**src/rtl/div8by4u_seq.sv**
```systemverilog
// ============================================================================
// Module   : div8by4u_seq
// Purpose  : 8-bit by 4-bit unsigned restoring divider, one quotient bit per clock
// Revision : 1.0  initial release
// ============================================================================
`default_nettype none

module div8by4u_seq (
  input  logic       clk,
  input  logic       rst_n,
  input  logic       start,
  input  logic [7:0] dividend,
  input  logic [3:0] divisor,
  output logic       busy,
  output logic       done,
  output logic [7:0] quotient,
  output logic [3:0] remainder,
  output logic       div_by_zero
);

  typedef enum logic [1:0] {
    S_IDLE = 2'd0,
    S_CALC = 2'd1,
    S_DONE = 2'd2
  } state_t;

  state_t     r_state;
  state_t     w_next;

  // r_work starts as the dividend and fills with quotient bits from the right
  logic [7:0] r_work;
  logic [3:0] r_dvs;
  logic [3:0] r_prem;
  logic [2:0] r_cnt;

  logic [4:0] w_shift;
  logic       w_qbit;
  logic [3:0] w_diff;
  logic [3:0] w_rem_nxt;
  logic       w_last;

  // After a subtraction the true difference is below the divisor, so 4 bits hold it
  assign w_shift   = {r_prem, r_work[7]};
  assign w_qbit    = (w_shift >= {1'b0, r_dvs});
  assign w_diff    = w_shift[3:0] - r_dvs;
  assign w_rem_nxt = w_qbit ? w_diff : w_shift[3:0];
  assign w_last    = (r_cnt == 3'd7);

  assign busy = (r_state != S_IDLE);
  assign done = (r_state == S_DONE);

  always_ff @(posedge clk or negedge rst_n) begin
    if (!rst_n) begin
      r_state <= S_IDLE;
    end else begin
      r_state <= w_next;
    end
  end

  always_comb begin
    w_next = r_state;
    case (r_state)
      S_IDLE: begin
        if (start) begin
          w_next = (divisor == 4'd0) ? S_DONE : S_CALC;
        end
      end
      S_CALC: begin
        if (w_last) begin
          w_next = S_DONE;
        end
      end
      S_DONE:  w_next = S_IDLE;
      default: w_next = S_IDLE;
    endcase
  end

  always_ff @(posedge clk or negedge rst_n) begin
    if (!rst_n) begin
      r_work      <= 8'd0;
      r_dvs       <= 4'd0;
      r_prem      <= 4'd0;
      r_cnt       <= 3'd0;
      quotient    <= 8'd0;
      remainder   <= 4'd0;
      div_by_zero <= 1'b0;
    end else begin
      case (r_state)
        S_IDLE: begin
          if (start) begin
            if (divisor != 4'd0) begin
              r_work <= dividend;
              r_dvs  <= divisor;
              r_prem <= 4'd0;
              r_cnt  <= 3'd0;
            end else begin
              quotient    <= 8'hFF;
              remainder   <= dividend[3:0];
              div_by_zero <= 1'b1;
            end
          end
        end
        S_CALC: begin
          r_work <= {r_work[6:0], w_qbit};
          r_prem <= w_rem_nxt;
          r_cnt  <= r_cnt + 3'd1;
          // Published results only change on the final step
          if (w_last) begin
            quotient    <= {r_work[6:0], w_qbit};
            remainder   <= w_rem_nxt;
            div_by_zero <= 1'b0;
          end
        end
        default: ;
      endcase
    end
  end

endmodule

`default_nettype wire

```
**config.mk**
```make
export PLATFORM = sky130hd
export DESIGN_NAME = div8by4u_seq
export DESIGN_NICKNAME = d
export VERILOG_FILES = /design/src/rtl/div8by4u_seq.sv
export SDC_FILE = /design/constraint.sdc
export NUM_CORES = 1
export LEC_CHECK = 0
export ABC_AREA = 1
export CAP_MARGIN = 20
export CORE_AREA = 2 2 60 62
export DETAILED_ROUTE_END_ITERATION = 12
export DIE_AREA = 0 0 62 64
export DONT_BUFFER_PORTS = 1
export HOLD_SLACK_MARGIN = 0.15
export PLACE_DENSITY = 0.72
export SYNTH_ARGS = -nofsm -noshare
export SYNTH_HDL_FRONTEND = slang
export SYNTH_SLANG_ARGS = --single-unit
```
**constraint.sdc**
```tcl
create_clock -name clk -period 2.03 [get_ports clk]
set_input_delay 0.1015 -clock clk [delete_from_list [all_inputs] [get_ports clk]]
set_output_delay 0.1015 -clock clk [all_outputs]
set_load 0.03 [all_outputs]
```
* Word-level counts from Yosys, hierarchy flattened *
Index checks and enable logic that the tools add are counted.

word-level totals
  flip-flop bits (word level) = 34
  bits of input ports = 15
  output and inout bits = 15
  word-level logic and storage cells = 53

operators by class
  $add $sub $neg = 2
  order comparisons = 1
  equal/unequal tests = 7
  muxes and demuxes = 26
  reductions and logical operators = 9

operators with widths
  operator                                             number
  2-to-1 mux 8 bit                                     5
  case mux 8 bit (2 select lines)                      2
  2-to-1 mux 4 bit                                     6
  case mux 4 bit (2 select lines)                      2
  != test 2 bit, second input constant                 4
  2-to-1 mux 2 bit                                     3
  2-to-1 mux 3 bit                                     2
  case mux 3 bit (2 select lines)                      1
  AND reduction 3 bit                                  2
  greater-or-equal comparator 5 x 4 -> 1 bit           1
  zero test 4 bit                                      1
  case mux 2 bit (2 select lines)                      1
  AND reduction 4 bit                                  1
  nonzero test 2 bit                                   2
  nonzero test 4 bit                                   1
  subtractor 4 bit                                     1
  adder 3 x 1 -> 3 bit, second input constant          1
  equality test 3 bit, second input constant           1
  2-to-1 mux 1 bit                                     3
  equality test 2 x 1 -> 1 bit, second input constant  1
  equality test 2 bit, second input constant           1
  zero test 2 bit                                      1
  case mux 1 bit (2 select lines)                      1
  AND reduction 2 bit                                  1

* Depth between registers and ports, before layout *
Gate-level depths: netlist of the first run.

  depth after elaboration = 4
  gate-level depth with buffers = 12
  mapped depth without buffers = 12

* Worst setup path before layout of the first run *
OpenSTA, ideal clock, no wires.

  path kind = register -> register
  from = register r_prem[1]
  to = register remainder[0]
  setup time = 0.113 ns
  arrival = 1.386 ns
  setup slack = 0.531 ns
  cell stages (with the launch flop) = 10
  cell sequence = dfrtp_1 ha_1 a21oi_2 nand2_1 nand2_2 nand2_2 nand3_1 nand3_1 nand2_1 inv_1

on the way
  cells in the longest elaborated chain, start to end = 4

ends and longest elaborated chain
  item                                        line  RTL
  start, declared                             33    logic [3:0] r_prem;
  start signal, assigned                      105   r_prem <= w_rem_nxt;
  greater-or-equal comparator 5 x 4 -> 1 bit  44    assign w_qbit = (w_shift >= {1'b0, r_dvs});
  2-to-1 mux 4 bit                            46    assign w_rem_nxt = w_qbit ? w_diff : w_shift[3:0];
  2-to-1 mux 4 bit                            108   if (w_last) begin
  case mux 4 bit (2 select lines)             88    case (r_state)
  end signal, assigned                        98    remainder <= dividend[3:0];
  end signal, assigned                        110   remainder <= w_rem_nxt;
  end, declared                               17    output logic [3:0] remainder,

No other way between the ends. The select of a mux whose other input is x is not followed.
A chain may end at the register's enable or synchronous reset.

* Final worst setup path of the first run *
  from = register r_state[0]
  to = register r_dvs[0]

on the way
  cells in the longest elaborated chain, start to end = 2

ends and longest elaborated chain
  item                                  line  RTL
  start, declared                       27    state_t r_state;
  start signal, assigned                56    r_state <= w_next;
  zero test 2 bit                       88
  AND reduction 3 bit (no source line)  n/a
  end signal, assigned                  93    r_dvs <= divisor;
  end, declared                         32    logic [3:0] r_dvs;

No other way between the ends.

==> results.py, run 1 <==
metrics = {
    "detailed_routing": {
        "drt-vias-per-instance": 5.19,
        "routedWlPerCell_um": 13.9,
        "initialDrtViolationCount": 56,
        "drt_pass1_iterations": 4,
        "drc_errors": 0,
        "antenna_left": 0,
        "route.vias.total": 1385,
        "totalWireLength_mm": 3.70,
    },
    "power": {
        "power_density_nw_per_um2": 1760,
        "ir_worst_vdd_v": 0.000913,
        "p_leak_uw": 0.000985,
    },
    "clock_network": {
        "cts_buffers": 5,
        "cts_setup_buffers": 0,
        "cts_max_level": 2,
        "cts_tree": "done",
        "clk_latency_ps": 340,
        "max-clock-path-buffers": 2,
        "clkSinkCount": 34,
        "cts.clk_slew.worst_paths_ps": 100,
        "cts-root-buf": "clkbuf_4",
    },
    "synth": {
        "ys_types": 28,
        "synth-edff-count": 0,
        "yosysSeqAreaShare_pct": 49.2,
        "ys.warnings.count": 0,
        "synth_seq_cells": 34,
        "synth_flop_cell": "dfrtp_1",
        "synthTopCellsByArea": "dfrtp_1 (49%), nand2_1 (8.3%), inv_1 (6.5%)",
        "netlist_top_cells_count": "nand2_1 (38), dfrtp_1 (34), inv_1 (30)",
        "syn_area_per_cell_um2": 8.68,
        "synth_most_common_cell": "nand2_1",
        "syn-cell-area_um2": 1730,
        "yosys.area.top_type_share_pct": 49.2,
        "syn_inst": 199,
        "async_flop_share_pct": 100,
        "synth_fp_nets": 221,
        "synth_top_area_cell": "dfrtp_1",
    },
    "hold_path": {
        "hp-class": "in2async",
    },
    "finish": {
        "diodes": 0,
        "syn2layout_area_growth_pct": 16.1,
        "drive_above_1_share_pct": 10.4,
        "design_area_um2": 2010,
        "nets": 242,
        "fillers": 297,
    },
    "timing": {
        "fin_skew_ps": 8.20,
        "setup_ws_ps": 249,
        "rsz0062_at_grt": "no",
        "finalHoldViolCount": 0,
        "slew_violations": 0,
        "finalSetupTns_ps": 0,
        "period_minus_slack_ps": 1780,
        "setup_viol": 0,
        "slew_headroom_pct": 63.5,
        "tightest_slew_ps": 545,
        "fmax_mhz": 561,
        "finalCritPeriodShare_pct": 87.7,
    },
    "setup_path": {
        "worst-path-max-fanout": 7,
        "critPathRequiredTime_ps": 2260,
        "cp-start-kind": "flop",
        "endpoint_kind": "flop",
        "path_class": "reg2reg",
        "arrival_ps": 2010,
    },
    "floorplan": {
        "initial_utilization_pct": 52.6,
        "fp.dieW_um": 62,
        "chipHeight_um": 64,
        "core.rowCount": 21,
        "core_area_um2": 3280,
        "die_area_um2": 3970,
        "design.portCount": 30,
    },
    "outcome": {
        "outcome": "complete, no violations",
    },
    "placement": {
        "numPortBuffers": 0,
        "place_congestion": 0.785,
        "post_dp_cell_area_um2": 1740,
        "place_ws_ps": 365,
        "hpwl_mm": 2.46,
    },
    "global_route": {
        "grt_pass1_wl_mm": 6.51,
        "grt_max_degree": 35,
        "antenna_found_initial": 0,
        "grtUsageTotal_pct": 22.3,
        "first_global_vias": 1478,
        "gr-total-overflow": 0,
    },
    "run": {
        "max_cap_viol_count": 0,
    },
}
[power by group]
group | internal [µW] | switching (µW) | total (µW)
clock network | 168 | 227 | 394
logic | 601 | 1130 | 1730
registers | 994 | 413 | 1410
[critical path: stages, from the launching register on]
cell           delay [ps]
dfrtp_1               430
nor2_2                140
nand2_1               150
nor2_4                170
inv_1                 100
nand2_1                70
o21ai_1                60
dlygate4sd3_1         560
[cell usage in the layout (no fill, tap or decap), types with 4 or more instances in the layout]
master         Yosys  layout
nor2_1            15      14
dlygate4sd3_1      0      18
nand2_1           38      38
dfrtp_1           34      34
or2_0              4       4
a31oi_1            6       6
o21ai_0            9       9
o211ai_1           4       4
nand3_1           14      14
nand4_1            5       5
o21ai_1            9       9
ha_1               6       6
clkbuf_4           0       5
inv_1             30      30
[kinds of logic (layout without fill, tap and decap cells)]
| kind of cell | count (synthesis) | after routing | synth area share (%) |
|---|---|---|---|
| adders and majority gates | 7 | 7 | 5.50 |
| and+or+nand+nor | 84 | 84 | 22.0 |
| DFF | 34 | 34 | 49.2 |
| buffers and inverters | 39 | 61 | 10.4 |
| AOI/OAI and AO/OA | 34 | 34 | 12.4 |
| xor gates and xnor gates | 1 | 1 | 0.507 |
[stage by stage]
| step | power (µW) | hold slack (ps) | utilization [%] | instances |
|---|---|---|---|---|
| after CTS | 3530 | 206 | 60.9 | 267 |
| after detailed placement | 3060 | -193 | 53.0 | 240 |
| after global routing | 3870 | 219 | 61.1 | 267 |
| after floorplan | 2780 | -194 | - | 199 |
| after global placement | 2970 | -193 | 53.0 | 240 |
| final | 3530 | 202 | 61.1 | 267 |
[layout make-up]
type,instances,area [µm²],area share [%]
Timing Repair Buffer,19,200,9.98
Clock buffer,7,55.1,2.74
Inverter,34,133,6.61
Tap cell,46,57.6,2.87
Sequential cell,34,851,42.4
Multi-Input combinational cell,126,706,35.2
Clock inverter,1,5.00,0.249
[registers in the layout (all words and copies together), names as in the netlist]
signal and cells:
r_work 8, r_dvs 4, remainder 4, div_by_zero 1, r_cnt 3, r_prem 4, r_state 2, quotient 8
[worst paths after layout]
kind	start	to	slack, ps	cells after the start
max in group asynchronous	rst_n	div_by_zero	1640	2
setup / recovery	r_state[0]	r_dvs[0]	250	7
hold / removal	rst_n	r_prem[3]	200	2
setup reg to reg	r_state[0]	r_dvs[0]	250	7
min in group clk	start	r_prem[3]	210	5
hold reg to reg	r_cnt[0]	r_cnt[0]	510	1
[routing by layer]
metal  up-vias  part of all wire [%]  track usage, %
met3         7                   4.2            6.07
met4         0                   2.0            10.1
met1       662                    44            27.6
met5         -                     0               0
met2        32                    50            35.3
li1        684                     -               -
[what timing repair did]
item / 4_1_cts / 5_1_grt
hold endpoints to repair: 51 / 0
resized for setup: 0 / 2
hold buffers: 19 / 0
endpoints found under the setup margin: 0 / 1
No activity file was read; power rests on OpenSTA's default activity.
==> run 2: changes to the inputs <==
- PLACE_DENSITY: 0.72 -> unset
- PLACE_DENSITY_LB_ADDON: unset -> 0.25
- SETUP_SLACK_MARGIN: unset -> 0.4
==> run 2 against run 1 <==
- combinational power is 14% higher
- sequential power is essentially flat
- register-to-register slack improved by 150 ps
==> results.py, run 2 (synthesis results as in run 1) <==
metrics = {
    "outcome": {
        "outcome": "complete, no violations",
    },
    "floorplan": {
        "core.rowCount": 21,
        "initial_utilization_pct": 52.6,
        "core_area_um2": 3280,
        "die_area_um2": 3970,
        "design.portCount": 30,
        "chipHeight_um": 64,
        "fp.dieW_um": 62,
    },
    "finish": {
        "final_cell_mix": "nand2_1 (37), dfrtp_1 (34), inv_1 (27), dlygate4sd3_1 (14), nor2_1 (13)",
        "drive_above_1_share_pct": 18.6,
        "nets": 242,
        "syn2layout_area_growth_pct": 19.8,
        "reg_top3": "quotient x8, r_work x8",
        "fin_cells": 267,
        "diodes": 0,
        "fillers": 277,
        "final_common_cell": "nand2_1",
    },
    "power": {
        "p_comb_share_pct": 52.4,
        "netSwitchingPower_uw": 1910,
        "ir_worst_vdd_v": 0.000674,
        "p_clk_share_pct": 10.5,
        "fin_total_pwr_uw": 3790,
        "p_sw_share_pct": 50.4,
        "pwr-share-seq_pct": 37.2,
        "p_leak_uw": 0.000999,
        "p_int_uw": 1880,
        "power_density_nw_per_um2": 1830,
    },
    "global_route": {
        "grtUsageTotal_pct": 21.9,
        "first_global_vias": 1464,
        "gr-total-overflow": 0,
        "grt_max_degree": 35,
        "grt_pass1_wl_mm": 6.38,
        "antenna_found_initial": 0,
    },
    "hold_path": {
        "min_to": "div_by_zero",
        "worstHoldStart": "divisor[2]",
        "hold_depth": 5,
        "hp-class": "in2reg",
    },
    "timing": {
        "slew_violations": 0,
        "slew_headroom_pct": 64.0,
        "finalHoldViolCount": 0,
        "fin_skew_ps": 14.9,
        "fmax_mhz": 612,
        "finalCritPeriodShare_pct": 80.4,
        "setup_viol": 0,
        "finalSetupTns_ps": 0,
        "period_minus_slack_ps": 1630,
        "rsz0062_at_grt": "yes",
        "tightest_slew_ps": 538,
    },
    "clock_network": {
        "max-clock-path-buffers": 2,
        "cts_max_level": 2,
        "clk_latency_ps": 340,
        "cts_buffers": 5,
        "cts.clk_slew.worst_paths_ps": 110,
        "cts_tree": "done",
        "clkSinkCount": 34,
        "cts-root-buf": "clkbuf_4",
    },
    "setup_path": {
        "reg2regPathDepth": 11,
        "reg2reg_to": "remainder[3]",
        "cp-start-kind": "flop",
        "critPathRequiredTime_ps": 2270,
        "critPathMaxStageDelay_ps": 430,
        "arrival_ps": 1880,
        "path_class": "reg2reg",
        "reg2reg_from": "r_prem[0]",
        "worst-path-max-fanout": 6,
        "cp_cell_sequence": "ha_1 -> nand2_1 -> inv_1 -> nand2_1 -> nand2_1 -> nand2_2 -> nand2_4 -> nand3_2 -> nand3_2 -> nand2_1 -> inv_1",
        "timing.critical_path.mode_cell": "nand2_1",
        "cp_num_buf_inv": 2,
        "endpoint_kind": "flop",
        "path_delay_family": "simple AND/OR/NAND/NOR gates",
        "crit_cells": 11,
        "ff2ff_setup_slack_ps": 400,
        "slowest_stage": "dfrtp_1",
    },
    "detailed_routing": {
        "drt_pass1_iterations": 4,
        "route.vias.total": 1418,
        "totalWireLength_mm": 3.79,
        "routedWlPerCell_um": 14.2,
        "drt-vias-per-instance": 5.31,
        "antenna_left": 0,
        "initialDrtViolationCount": 68,
        "drc_errors": 0,
    },
    "run": {
        "max_cap_viol_count": 0,
    },
    "placement": {
        "hpwl_mm": 2.54,
        "numPortBuffers": 0,
        "dp.cells": 240,
        "place_congestion": 0.846,
    },
}
==> run 2: routing by layer <==
metal / vias to the layer above / wire length, µm / track usage [%]
li1: 686 / - / -
met1: 689 / 1600 / 26.8
met2: 33 / 1950 / 34.5
met3: 10 / 151 / 6.48
met4: 0 / 85 / 9.84
met5: - / 0 / 0
==> run 2: cell type report <==
type	count	area, µm²	area share (%)
Sequential cell	34	851	41.1
Multi-Input combinational cell	126	777	37.5
Timing Repair Buffer	19	190	9.18
Inverter	34	135	6.53
Tap cell	46	57.6	2.78
Clock buffer	7	55.1	2.66
Clock inverter	1	5.00	0.242
==> run 2: power by group through the flow <==
| stage | clock network [µW] | registers [µW] | logic [µW] |
|---|---|---|---|
| after floorplan | 0 | 1360 | 1430 |
| after CTS | 403 | 1410 | 1800 |
| after detailed placement | 0 | 1420 | 1650 |
| after global placement | 0 | 1410 | 1570 |
| after global routing | 435 | 1440 | 2260 |
| final | 396 | 1410 | 1980 |
==> run 2: repair_timing <==
action,in CTS,in global routing
pin swaps,1,7
resized for setup,3,15
hold buffers,15,0
endpoints found under the hold margin,51,0
endpoints found under the setup margin,5,11
gates cloned,0,0
setup buffers,3,1
==> run 2: tightest hold or removal path: cells and delay by family <==
kind / cells / cell delay [ps]
and+or+nand+nor: 4 / 310
AOI/OAI and AO/OA: 1 / 80
==> run 2: how the worst max path moves through the flow <==
stage / to / slack, ps / startpoint
after global routing: remainder[0] / 280 / r_prem[0]
after detailed placement: remainder[0] / 360 / r_prem[1]
final: remainder[3] / 400 / r_prem[0]
after floorplan: remainder[0] / 530 / r_prem[1]
after CTS: remainder[0] / 410 / r_dvs[2]
after global placement: remainder[1] / 430 / r_cnt[0]
==> run 2: through the flow <==
step                setup WS (ps)  utilization [%]  cell area, µm²  hold slack [ps]
global placement              425             53.0            1740             -193
CTS                           410             60.9            2000              178
detailed placement            356             53.0            1740             -193
finish                        397             63.0            2070              183
floorplan                     531                -            1730             -194
global route                  284             63.0            2070              195
